[src/rtl/lab_seq_pkg.sv]
// Shared definitions for the truth-table sequencer: FSM state encoding and
// the default per-vector hold time.
package lab_seq_pkg;

    typedef enum logic [1:0] {
        IDLE   = 2'd0,
        APPLY  = 2'd1,
        SAMPLE = 2'd2,
        DONE   = 2'd3
    } seq_state_e;

    localparam int unsigned DEFAULT_HOLD_CYCLES = 4;

endpackage

[src/rtl/hold_timer.sv]
// Loadable down-counter that times how long each vector is held on the CUT.
// expired is high on the last hold cycle and stays high once the count has
// run out, so a late exit (e.g. waiting for a step pulse) still sees it.
module hold_timer #(
    parameter int unsigned CYCLES = 4
) (
    input  logic clk,
    input  logic reset,
    input  logic load,
    output logic expired
);

    localparam int unsigned CW = $clog2(CYCLES + 1);

    logic [CW-1:0] cnt_q;

    // Reload on entry to APPLY, otherwise count down to zero and stop.
    always_ff @(posedge clk or posedge reset) begin
        if (reset) begin
            cnt_q <= '0;
        end else if (load) begin
            cnt_q <= CW'(CYCLES);
        end else if (cnt_q != '0) begin
            cnt_q <= cnt_q - CW'(1);
        end
    end

    assign expired = (cnt_q <= CW'(1));

endmodule

[src/rtl/truth_table_sequencer.sv]
// Self-test controller: walks every input vector of a combinational CUT,
// holds each for HOLD_CYCLES cycles, samples dut_y and compares it with the
// golden table EXPECT. Reports mismatch count and first failing vector.
// Optional macro TRUTH_TABLE_SINGLE_STEP_EN adds a step input; each vector
// then advances only on a step pulse after its hold time has elapsed.
module truth_table_sequencer
    import lab_seq_pkg::*;
#(
    parameter int unsigned         IN_W        = 4,
    parameter int unsigned         HOLD_CYCLES = DEFAULT_HOLD_CYCLES,
    parameter logic [2**IN_W-1:0]  EXPECT      = 16'hA5C3
) (
    input  logic            clk,
    input  logic            reset,
    input  logic            start,
`ifdef TRUTH_TABLE_SINGLE_STEP_EN
    input  logic            step,
`endif
    input  logic            dut_y,
    output logic [IN_W-1:0] vec,
    output logic            busy,
    output logic            done,
    output logic            pass,
    output logic [IN_W:0]   err_count,
    output logic [IN_W-1:0] fail_vec,
    output logic            fail_valid
);

    localparam logic [IN_W-1:0] LAST_VEC = '1;
    localparam logic [IN_W-1:0] VEC_ONE  = IN_W'(1);
    localparam logic [IN_W:0]   ERR_ONE  = (IN_W + 1)'(1);

    seq_state_e      state_q, state_d;
    logic [IN_W-1:0] vec_q, vec_d;
    logic [IN_W:0]   err_q, err_d;
    logic [IN_W-1:0] fvec_q, fvec_d;
    logic            fvalid_q, fvalid_d;
    logic            busy_q, done_q, pass_q;
    logic            load;
    logic            expired;
    logic            step_ok;

`ifdef TRUTH_TABLE_SINGLE_STEP_EN
    assign step_ok = step;
`else
    assign step_ok = 1'b1;
`endif

    hold_timer #(
        .CYCLES (HOLD_CYCLES)
    ) u_hold_timer (
        .clk     (clk),
        .reset   (reset),
        .load    (load),
        .expired (expired)
    );

    // Next-state, vector counter and compare/result update.
    always_comb begin
        state_d  = state_q;
        vec_d    = vec_q;
        err_d    = err_q;
        fvec_d   = fvec_q;
        fvalid_d = fvalid_q;
        load     = 1'b0;
        unique case (state_q)
            IDLE: begin
                if (start) begin
                    state_d  = APPLY;
                    vec_d    = '0;
                    err_d    = '0;
                    fvec_d   = '0;
                    fvalid_d = 1'b0;
                    load     = 1'b1;
                end
            end
            APPLY: begin
                if (expired && step_ok) begin
                    state_d = SAMPLE;
                end
            end
            SAMPLE: begin
                if (dut_y != EXPECT[vec_q]) begin
                    err_d = err_q + ERR_ONE;
                    if (!fvalid_q) begin
                        fvec_d   = vec_q;
                        fvalid_d = 1'b1;
                    end
                end
                if (vec_q == LAST_VEC) begin
                    // Hold the final vector; no wrap back to 0 within a run.
                    state_d = DONE;
                end else begin
                    vec_d   = vec_q + VEC_ONE;
                    state_d = APPLY;
                    load    = 1'b1;
                end
            end
            DONE: begin
                if (!start) begin
                    state_d = IDLE;
                end
            end
            default: state_d = IDLE;
        endcase
    end

    // State, vector and result registers.
    always_ff @(posedge clk or posedge reset) begin
        if (reset) begin
            state_q  <= IDLE;
            vec_q    <= '0;
            err_q    <= '0;
            fvec_q   <= '0;
            fvalid_q <= 1'b0;
        end else begin
            state_q  <= state_d;
            vec_q    <= vec_d;
            err_q    <= err_d;
            fvec_q   <= fvec_d;
            fvalid_q <= fvalid_d;
        end
    end

    // Status outputs registered from the current state, so done/pass appear
    // once the last compare has settled into err_q.
    always_ff @(posedge clk or posedge reset) begin
        if (reset) begin
            busy_q <= 1'b0;
            done_q <= 1'b0;
            pass_q <= 1'b0;
        end else begin
            busy_q <= (state_q == APPLY) || (state_q == SAMPLE);
            done_q <= (state_q == DONE);
            if ((state_q == IDLE) && start) begin
                pass_q <= 1'b0;
            end else if (state_q == DONE) begin
                pass_q <= (err_q == '0);
            end
        end
    end

    assign vec        = vec_q;
    assign busy       = busy_q;
    assign done       = done_q;
    assign pass       = pass_q;
    assign err_count  = err_q;
    assign fail_vec   = fvec_q;
    assign fail_valid = fvalid_q;

endmodule

[config.mk]
export PLATFORM = sky130hd
export DESIGN_NAME = truth_table_sequencer
export DESIGN_NICKNAME = d
export VERILOG_FILES = /design/src/rtl/lab_seq_pkg.sv /design/src/rtl/hold_timer.sv /design/src/rtl/truth_table_sequencer.sv
export SDC_FILE = /design/constraint.sdc
export NUM_CORES = 1
export LEC_CHECK = 0
export ABC_AREA = 1
export CORE_AREA = 2 2 57 59
export CTS_CLUSTER_SIZE = 40
export DETAILED_ROUTE_END_ITERATION = 8
export DIE_AREA = 0 0 59 61
export PLACE_DENSITY = 0.74
export RECOVER_POWER = 25
export SLEW_MARGIN = 20
export SYNTH_ARGS = -nofsm -noshare
export SYNTH_HDL_FRONTEND = slang
export SYNTH_HIERARCHICAL = 1
export SYNTH_SLANG_ARGS = --single-unit
[constraint.sdc]
create_clock -name clk -period 2.3 [get_ports clk]
set_input_delay 0.575 -clock clk [delete_from_list [all_inputs] [get_ports clk]]
set_output_delay 0.575 -clock clk [all_outputs]
set_load 0.005 [all_outputs]
* Word level (Yosys, flattened, before mapping)
Memories as Yosys holds them, arrays and structs flattened.
Index checks and enable logic that the tools add are counted.
** Word-level totals
- Register bits after elaboration :: 22
- Bits in read-only memories :: 16
- Input port bits :: 4
- Output and inout port bits :: 17
- Word-level logic and storage cells :: 63
- Memories kept :: 1
** Memory list
- (name not given) :: words 16, bits a word 1, rd ports 1, clocked after memory_dff 0, write ports 0, line truth_table_sequencer.sv:83 : if (dut_y != EXPECT[vec_q]) begin
** Operators by class
- Add/subtract/negate cells :: 3
- $lt $le $gt $ge :: 2
- Eq/ne operators :: 11
- Muxes and demuxes :: 25
- Reduce and logical (&&, ||, !) cells :: 12
** Operators by type and width (number)
- $mux 4 :: 4
- $pmux 4 s2 :: 2
- $ne 2x2->1 const B :: 6
- $mux 5 :: 2
- $pmux 5 s2 :: 1
- $reduce_and 3->1 :: 3
- $mux 2 :: 4
- $pmux 2 s4 :: 1
- $mux 1 :: 7
- $mux 3 :: 2
- $reduce_bool 2->1 :: 3
- $add 5x1->5 const B :: 1
- $logic_not 5->1 :: 1
- $lt 4x5->1 const B :: 1
- $add 4x1->4 const B :: 1
- $eq 2x2->1 const B :: 2
- $eq 4x4->1 const B :: 1
- $pmux 1 s2 :: 2
- $reduce_and 4->1 :: 1
- $le 3x1->1 const B :: 1
- $reduce_bool 3->1 :: 1
- $sub 3x1->3 const B :: 1
- $eq 2x1->1 const B :: 1
- $logic_not 2->1 :: 1
- other kinds (3) :: 3

* Depth between registers and ports, before layout
- Depth after elaboration :: 5
- Gate-level depth with buffers :: 9
- Gate-level depth less buffers :: 9

* Modules after synthesis
Netlist, hierarchy kept.
** Modules (own cells, without submodules)
- truth_table_sequencer :: instances 1, cells each 131, area an instance 1103.6 sq um, seq. area each 475.5 sq um
- hold_timer :: instances 1, cells each 27, area an instance 201.4 sq um, seq. area each 75.1 sq um

* Worst setup path after synthesis
Ideal clock, no wire load.
- Path kind :: register -> register
- Start :: register state_q[0]
- End :: register vec_q[3] (netlist: vec[3])
- Arrival time :: 1330 ps
- Data required time :: 2177 ps
- Setup slack :: 847 ps
- Cell stages (with the launch flop) :: 9
- Path buffers :: 1
- Cell sequence :: dfrtp_1 > inv_1 > ha_1 > buf_2 > inv_2 > nor3_2 > nor2_2 > nand4_1 > o21ai_1
** On the way
- Cells in the longest elaborated chain, start to end :: 3
** RTL lines
- from (decl) :: line truth_table_sequencer.sv:33 : seq_state_e state_q, state_d;
- from (signal assigned) :: line truth_table_sequencer.sv:117 : state_q <= state_d;
- $eq 2x2->1 / $logic_not 2->1 (equally long branches) :: line truth_table_sequencer.sv:66 : unique case (state_q)
- $ne 2x2->1 (no line) / $reduce_bool 2->1 (equally long branches)
- $reduce_and 3->1 (no line)
- to (signal assigned) :: line truth_table_sequencer.sv:118 : vec_q <= vec_d;
- to (decl) :: line truth_table_sequencer.sv:34 : logic [IN_W-1:0] vec_q, vec_d;
Parallel ways exist; a longest one is shown, timed or not.
A chain may end at the register's enable or synchronous reset.

* Worst setup path after layout
- Start :: register vec_q[0] (netlist: vec[0])
- End :: output port vec[0]
** RTL lines
- to (decl) :: line truth_table_sequencer.sv:20 : output logic [IN_W-1:0] vec,
No word-level cell between the ends.

==> results.yml <==
synth:
  synth.area.mux_share_pct: 0
  synth_area_per_cell_sq_um: 8.26
  syn_inst: 158
  synth_top_cells_by_area: "dfrtp_1, ha_1, nand2_1, nand3_1, inv_1"
  synth-compound-area-share_pct: 6.42
  synth_edf_count: 0
  synthXorXnorAreaFrac_pct: 1.34
  synth_area_sq_mm: 0.00131
  synth_simple_gate_area_share_pct: 31.3
  synth_top_family_by_area: "simple AND/OR/NAND/NOR gates"
  syn_nets: 174
  yosysTopAreaCell: "dfrtp_1"
  seq_area_frac_synth_pct: 42.2
  synth_cell_type_count: 27
  synthFlopType: "dfrtp_1"
  ys_seq_elements: 22
  yosysWarnings: 6
  synthArstFlopShare_pct: 100
  synth_adder_area_share_pct: 11.5
  synth_top_cell_area_share_pct: 42.2
cts:
  holdBufCountCts: 0
  post-cts-setup-buffers: 0
  clockBufferDepth: 2
  clock_sink_count: 22
  cts.repair.resized: 0
  cts_tree: "done"
  clk_pin_slew_worst_paths_ns: 0.13
  numCtsBuffers: 3
  cts_max_level: 1
  cts_root_buffer: "clkbuf_4"
  insertion_delay_ns: 0.31
routing:
  dr.pass1.iters: 4
  wl_per_cell_microns: 13.0
  drcViolationCount: 0
  totalWireLength_microns: 2790
  vias: 1107
  drtAntennaViolNets: 0
  dr.first_iter.drc_count: 50
  avgViaCountPerCell: 5.15
job:
  drv_cap: 0
placement:
  dpl.hpwl_microns: 2160
  numPortBuffers: 20
  routabilityCongestion: 0.746
  post-place-ws_ns: 0.410
setup_path:
  crit_slowest_cell: "clkdlybuf4s50_1"
  critPathMaxStageDelay_ns: 0.56
  path_buf_inv: 1
  crit_path_end_kind: "output pin"
  path_class: "flip-flop to output pin"
  cp.arrival_ns: 1.38
  crit_path_start_kind: "flip-flop"
  cp_max_fo: 8
  path_cells: "clkdlybuf4s50_1"
  critical-path-top-delay-family: "buffers and inverters"
  required_ns: 1.73
final_layout:
  nets: 199
  final_cell_mix: "nand2_1, dfrtp_1, clkdlybuf4s50_1"
  syn_to_final_growth_pct: 22.7
  final_util_pct: 54.2
  diodes: 0
  final_common_cell: "nand2_1"
  drive_gt1_share_pct: 11.5
power_and_ir_drop:
  powerDensity_mw_per_mm2: 1260
  ir_worst_vdd_mv: 0.483
  power.leakage_nw: 0.792
  power_w: 0.00202
timing:
  slew_violations: 0
  rsz0062_at_grt: "false"
  hold_viol: 0
  fin_crit_ns: 1.96
  setup_viol: 0
  fmax_mhz: 511
  tns_ns: 0
  post-route-period-util_pct: 85.1
  skew_ns: 0.00359
  fin_ws_ns: 0.343
  worst_pin_slew_ns: 1.07
  max_slew_margin_pct: 28.5
  fin_hold_ws_ns: 0.487
grt:
  grt_pass1_wl_microns: 4800
  grt_pass1_vias: 1163
  antenna_found_initial: 0
  grt_max_degree: 20
  grt-ovfl-total: 0
  grt_usage_pct: 17.5
die:
  pin_count: 21
  die_y_microns: 61
  rows: 20
  die_w_microns: 59
  coreArea_sq_mm: 0.00295
  initial_core_util_pct: 44.2
  fp.dieArea_sq_mm: 0.00360
worst_hold_path:
  min_path_type: "flip-flop to flip-flop"
run_status:
  status: "finished, final reports clean"
[sequential cells by signal (all words and copies together) (netlist names)]
name and cells:
vec 4, fail_vec 4, state_q 2, busy 1, pass 1, err_count 5, done 1, u_hold_timer/cnt_q 3
fail_valid 1
[final cells by class]
type,instances,area [sq um]
multi-input combinational,111,659
clock inverter,1,30.0
timing repair buffer,22,211
inverter,23,86.3
sequential,22,551
fill,271,1350
clock buffer,3,22.5
tap,33,41.3
[kinds of logic after synthesis]
| family | count (synthesis) |
|---|---|
| simple gates | 83 |
| xor+xnor | 2 |
| flops | 22 |
| buf+inv | 25 |
| compound gates | 14 |
| fa+ha+maj | 12 |
[path summary, 6_finish.rpt]
check,slack (ns),depth (start not counted),startpoint,endpoint
min reg2reg,0.49,2,fail_vec[1],fail_vec[1]
min in group asynchronous,0.58,2,reset,u_hold_timer/cnt_q[2]
max reg2reg,0.46,8,state_q[0],fail_vec[2]
min,0.49,2,fail_vec[1],fail_vec[1]
max in group asynchronous,0.61,3,reset,err_count[1]
max,0.34,1,vec[0],vec[0]
[power by group]
group,internal (W),leakage [nW],switching [W],total [W]
clock,0.000176,0.0279,0.000122,0.000298
sequential,0.000528,0.290,0.000148,0.000676
combinational,0.000446,0.474,0.000602,0.00105
total,0.00115,0.792,0.000872,0.00202
[through the flow]
step | instances | instance area, sq um
floorplan | 158 | 1310
global placement | 211 | 1550
detailed placement | 211 | 1550
CTS | 215 | 1610
global route | 215 | 1600
finish | 215 | 1600
[cells in the mapped netlist, drive strengths merged (2+ instances only)]
cell type,number
ha,12
nor2,12
dfrtp,22
o21ai,5
nand4,9
nand3,17
nor3,2
inv,23
nand2,42
o211ai,2
buf,2
a21oi,5
[per-layer routing]
metal	GRT usage, %	routed length, microns	up-vias
li1	-	-	558
met1	20.5	1230	534
met2	31.1	1480	13
met3	2.77	60	2
met4	8.44	15	0
met5	0	0	-
Note: power is estimated with default switching activity, not from simulation.
==> RTL edit, RTL diff (same settings) <==
Reset style: synchronous (`reset`), changed in 3 clocked blocks.
--- a/src/rtl/hold_timer.sv
+++ b/src/rtl/hold_timer.sv
@@ -15,7 +15,7 @@
     logic [CW-1:0] cnt_q;
 
     // Reload on entry to APPLY, otherwise count down to zero and stop.
-    always_ff @(posedge clk or posedge reset) begin
+    always_ff @(posedge clk) begin
         if (reset) begin
             cnt_q <= '0;
         end else if (load) begin
--- a/src/rtl/truth_table_sequencer.sv
+++ b/src/rtl/truth_table_sequencer.sv
@@ -106,7 +106,7 @@
     end
 
     // State, vector and result registers.
-    always_ff @(posedge clk or posedge reset) begin
+    always_ff @(posedge clk) begin
         if (reset) begin
             state_q  <= IDLE;
             vec_q    <= '0;
@@ -124,7 +124,7 @@
 
     // Status outputs registered from the current state, so done/pass appear
     // once the last compare has settled into err_q.
-    always_ff @(posedge clk or posedge reset) begin
+    always_ff @(posedge clk) begin
         if (reset) begin
             busy_q <= 1'b0;
             done_q <= 1'b0;
Check against the original RTL: differs if reset is asserted again (counterexample within 4 cycles, from zero or initial values and one cycle with reset high); with reset held inactive, the same outputs for 10 cycles.
==> RTL edit against the original RTL <==
Core utilization decreased by 1.2 points; total power shrank 22%; synthesized cell count increased by 18%; clock skew increased by 4.6 ps; critical path depth up 7; sequential cell count grew 1; via count is 4.3% higher; global-route usage fell by 2.0 points; wire length decreased by 13%; synthesized area up 0.58%; cell area is 2.2% lower; setup slack gained 7.5 ps; critical path type is now in -> reg; largest cell class unchanged.
==> RTL edit: results (changes against the original RTL) <==
| Metric | Value |
|---|---|
| Share of layout cells above drive strength 1 | `9.95% (was 11.5%)` |
| GP Congestion | `0.795 (was 0.746)` |
| Drt total wl | `2430 um (was 2790 um)` |
| Syn nets | `201 (was 174)` |
| Starting DRC count in detailed routing | `23 (was 50)` |
| Final nets | `226 (was 199)` |
| Post-synthesis cell type count | `22 (was 27)` |
| Synth warn | `6 (unchanged)` |
| Worst vdd ir | `0.597 mV (was 0.483 mV)` |
| Status | `finished clean (unchanged)` |
| Pre-CTS WS | `328 ps (was 410 ps)` |
| First-pass GRT wire length | `4250 um (was 4800 um)` |
| Largest net degree at the start of global routing | `13 (was 20)` |
| Synth top area cells | `dfxtp_1, nand2_1, ha_1, inv_1, nand3_1 (was dfrtp_1, ha_1, nand2_1, nand3_1, inv_1)` |
| P_sw | `0.000694 W (was 0.000872 W)` |
| Ys async rst share | `0% (was 100%)` |
| Commonest cells post-synth | `nand2_1, inv_1, dfxtp_1 (was nand2_1, dfrtp_1, inv_1)` |
| Synth Area in Compound Gates | `10.5% (was 6.42%)` |
| Worst Tran Pin Value | `476 ps (was 1070 ps)` |
| P_leak | `0.715 nW (was 0.792 nW)` |
| Arrival @ worst endpoint | `2130 ps (was 1380 ps)` |
| Final Skew | `8.19 ps (was 3.59 ps)` |
| Synth Area in XOR/XNOR | `1.33% (was 1.34%)` |
| Top_reg_cell synth | `dfxtp_1 (was dfrtp_1)` |
| Vias/cell | `4.73 (was 5.15)` |
| Post-DP HPWL | `1930 um (was 2160 um)` |
| Number of global-route vias before repair | `1064 (was 1163)` |
| # fillers | `310 (was 271)` |
| Tot GR Track Use | `15.4% (was 17.5%)` |
| Sequential element share of the synthesized area | `35.1% (was 42.2%)` |
## RTL edit: cell types whose count changed after synthesis, moves of 9 or more
cell,delta
nand4_1,-9
inv_1,+13
dfxtp_1,+23
dfrtp_1,-22
a21oi_1,+9
nor2_1,+9
## RTL edit: power groups by stage
stage / Combinational (W) / Sequential [W] / Clock (W)
final: 0.000834 / 0.000553 / 0.000185
after global routing: 0.000976 / 0.000564 / 0.000207
after CTS: 0.000871 / 0.000554 / 0.000190
after detailed placement: 0.000867 / 0.000561 / 0
after global placement: 0.000855 / 0.000561 / 0
after floorplan: 0.000682 / 0.000552 / 0
## RTL edit: metrics by stage
step / total power [W] / instances / instance area (sq um)
after floorplan: 0.00123 / 187 / 1310
after global placement: 0.00142 / 240 / 1550
after detailed placement: 0.00143 / 240 / 1550
after CTS: 0.00162 / 244 / 1580
after global routing: 0.00175 / 244 / 1570
final: 0.00157 / 244 / 1570
## RTL edit: worst paths after layout
| check | startpoint | end | slack, ps | cells after the start |
|---|---|---|---|---|
| max reg2reg | state_q[0]$_SDFFE_PP0P_ | fail_vec[0]$_SDFFE_PP0P_ | 390 | 10 |
| min | fail_vec[1]$_SDFFE_PP0P_ | fail_vec[1]$_SDFFE_PP0P_ | 470 | 2 |
| max | start | fail_vec[0]$_SDFFE_PP0P_ | 350 | 8 |
| min reg2reg | fail_vec[1]$_SDFFE_PP0P_ | fail_vec[1]$_SDFFE_PP0P_ | 470 | 2 |
## RTL edit: layout make-up
type	instances	area share (%)
Multi-Input combinational cell	126	44.0
Sequential cell	23	29.4
Timing Repair Buffer	22	13.5
Inverter	36	8.79
Tap cell	33	2.64
Clock buffer	4	1.68
## RTL edit: routing by layer
metal | vias up | routed length [um] | track usage, %
met2 | 19 | 1200 | 27.3
met5 | - | 0 | 0
met4 | 0 | 16 | 5.19
li1 | 629 | - | -
met3 | 2 | 79 | 2.99
met1 | 505 | 1140 | 18.8
## RTL edit: worst max-delay path, cell delays in order
cell and delay, ps:
dlygate4sd3_1 610, nor2_2 60, nor2_1 320, nand2_4 150
a21oi_4 190, inv_1 90, nand2_1 60, a21oi_1 60
## RTL edit: cell families (layout without fill, tap and decap cells)
group,after synthesis,in the layout
buf+inv,38,62
fa+ha+maj,10,10
compound gates,24,24
simple gates,90,90
flops,23,23
xor+xnor,2,2
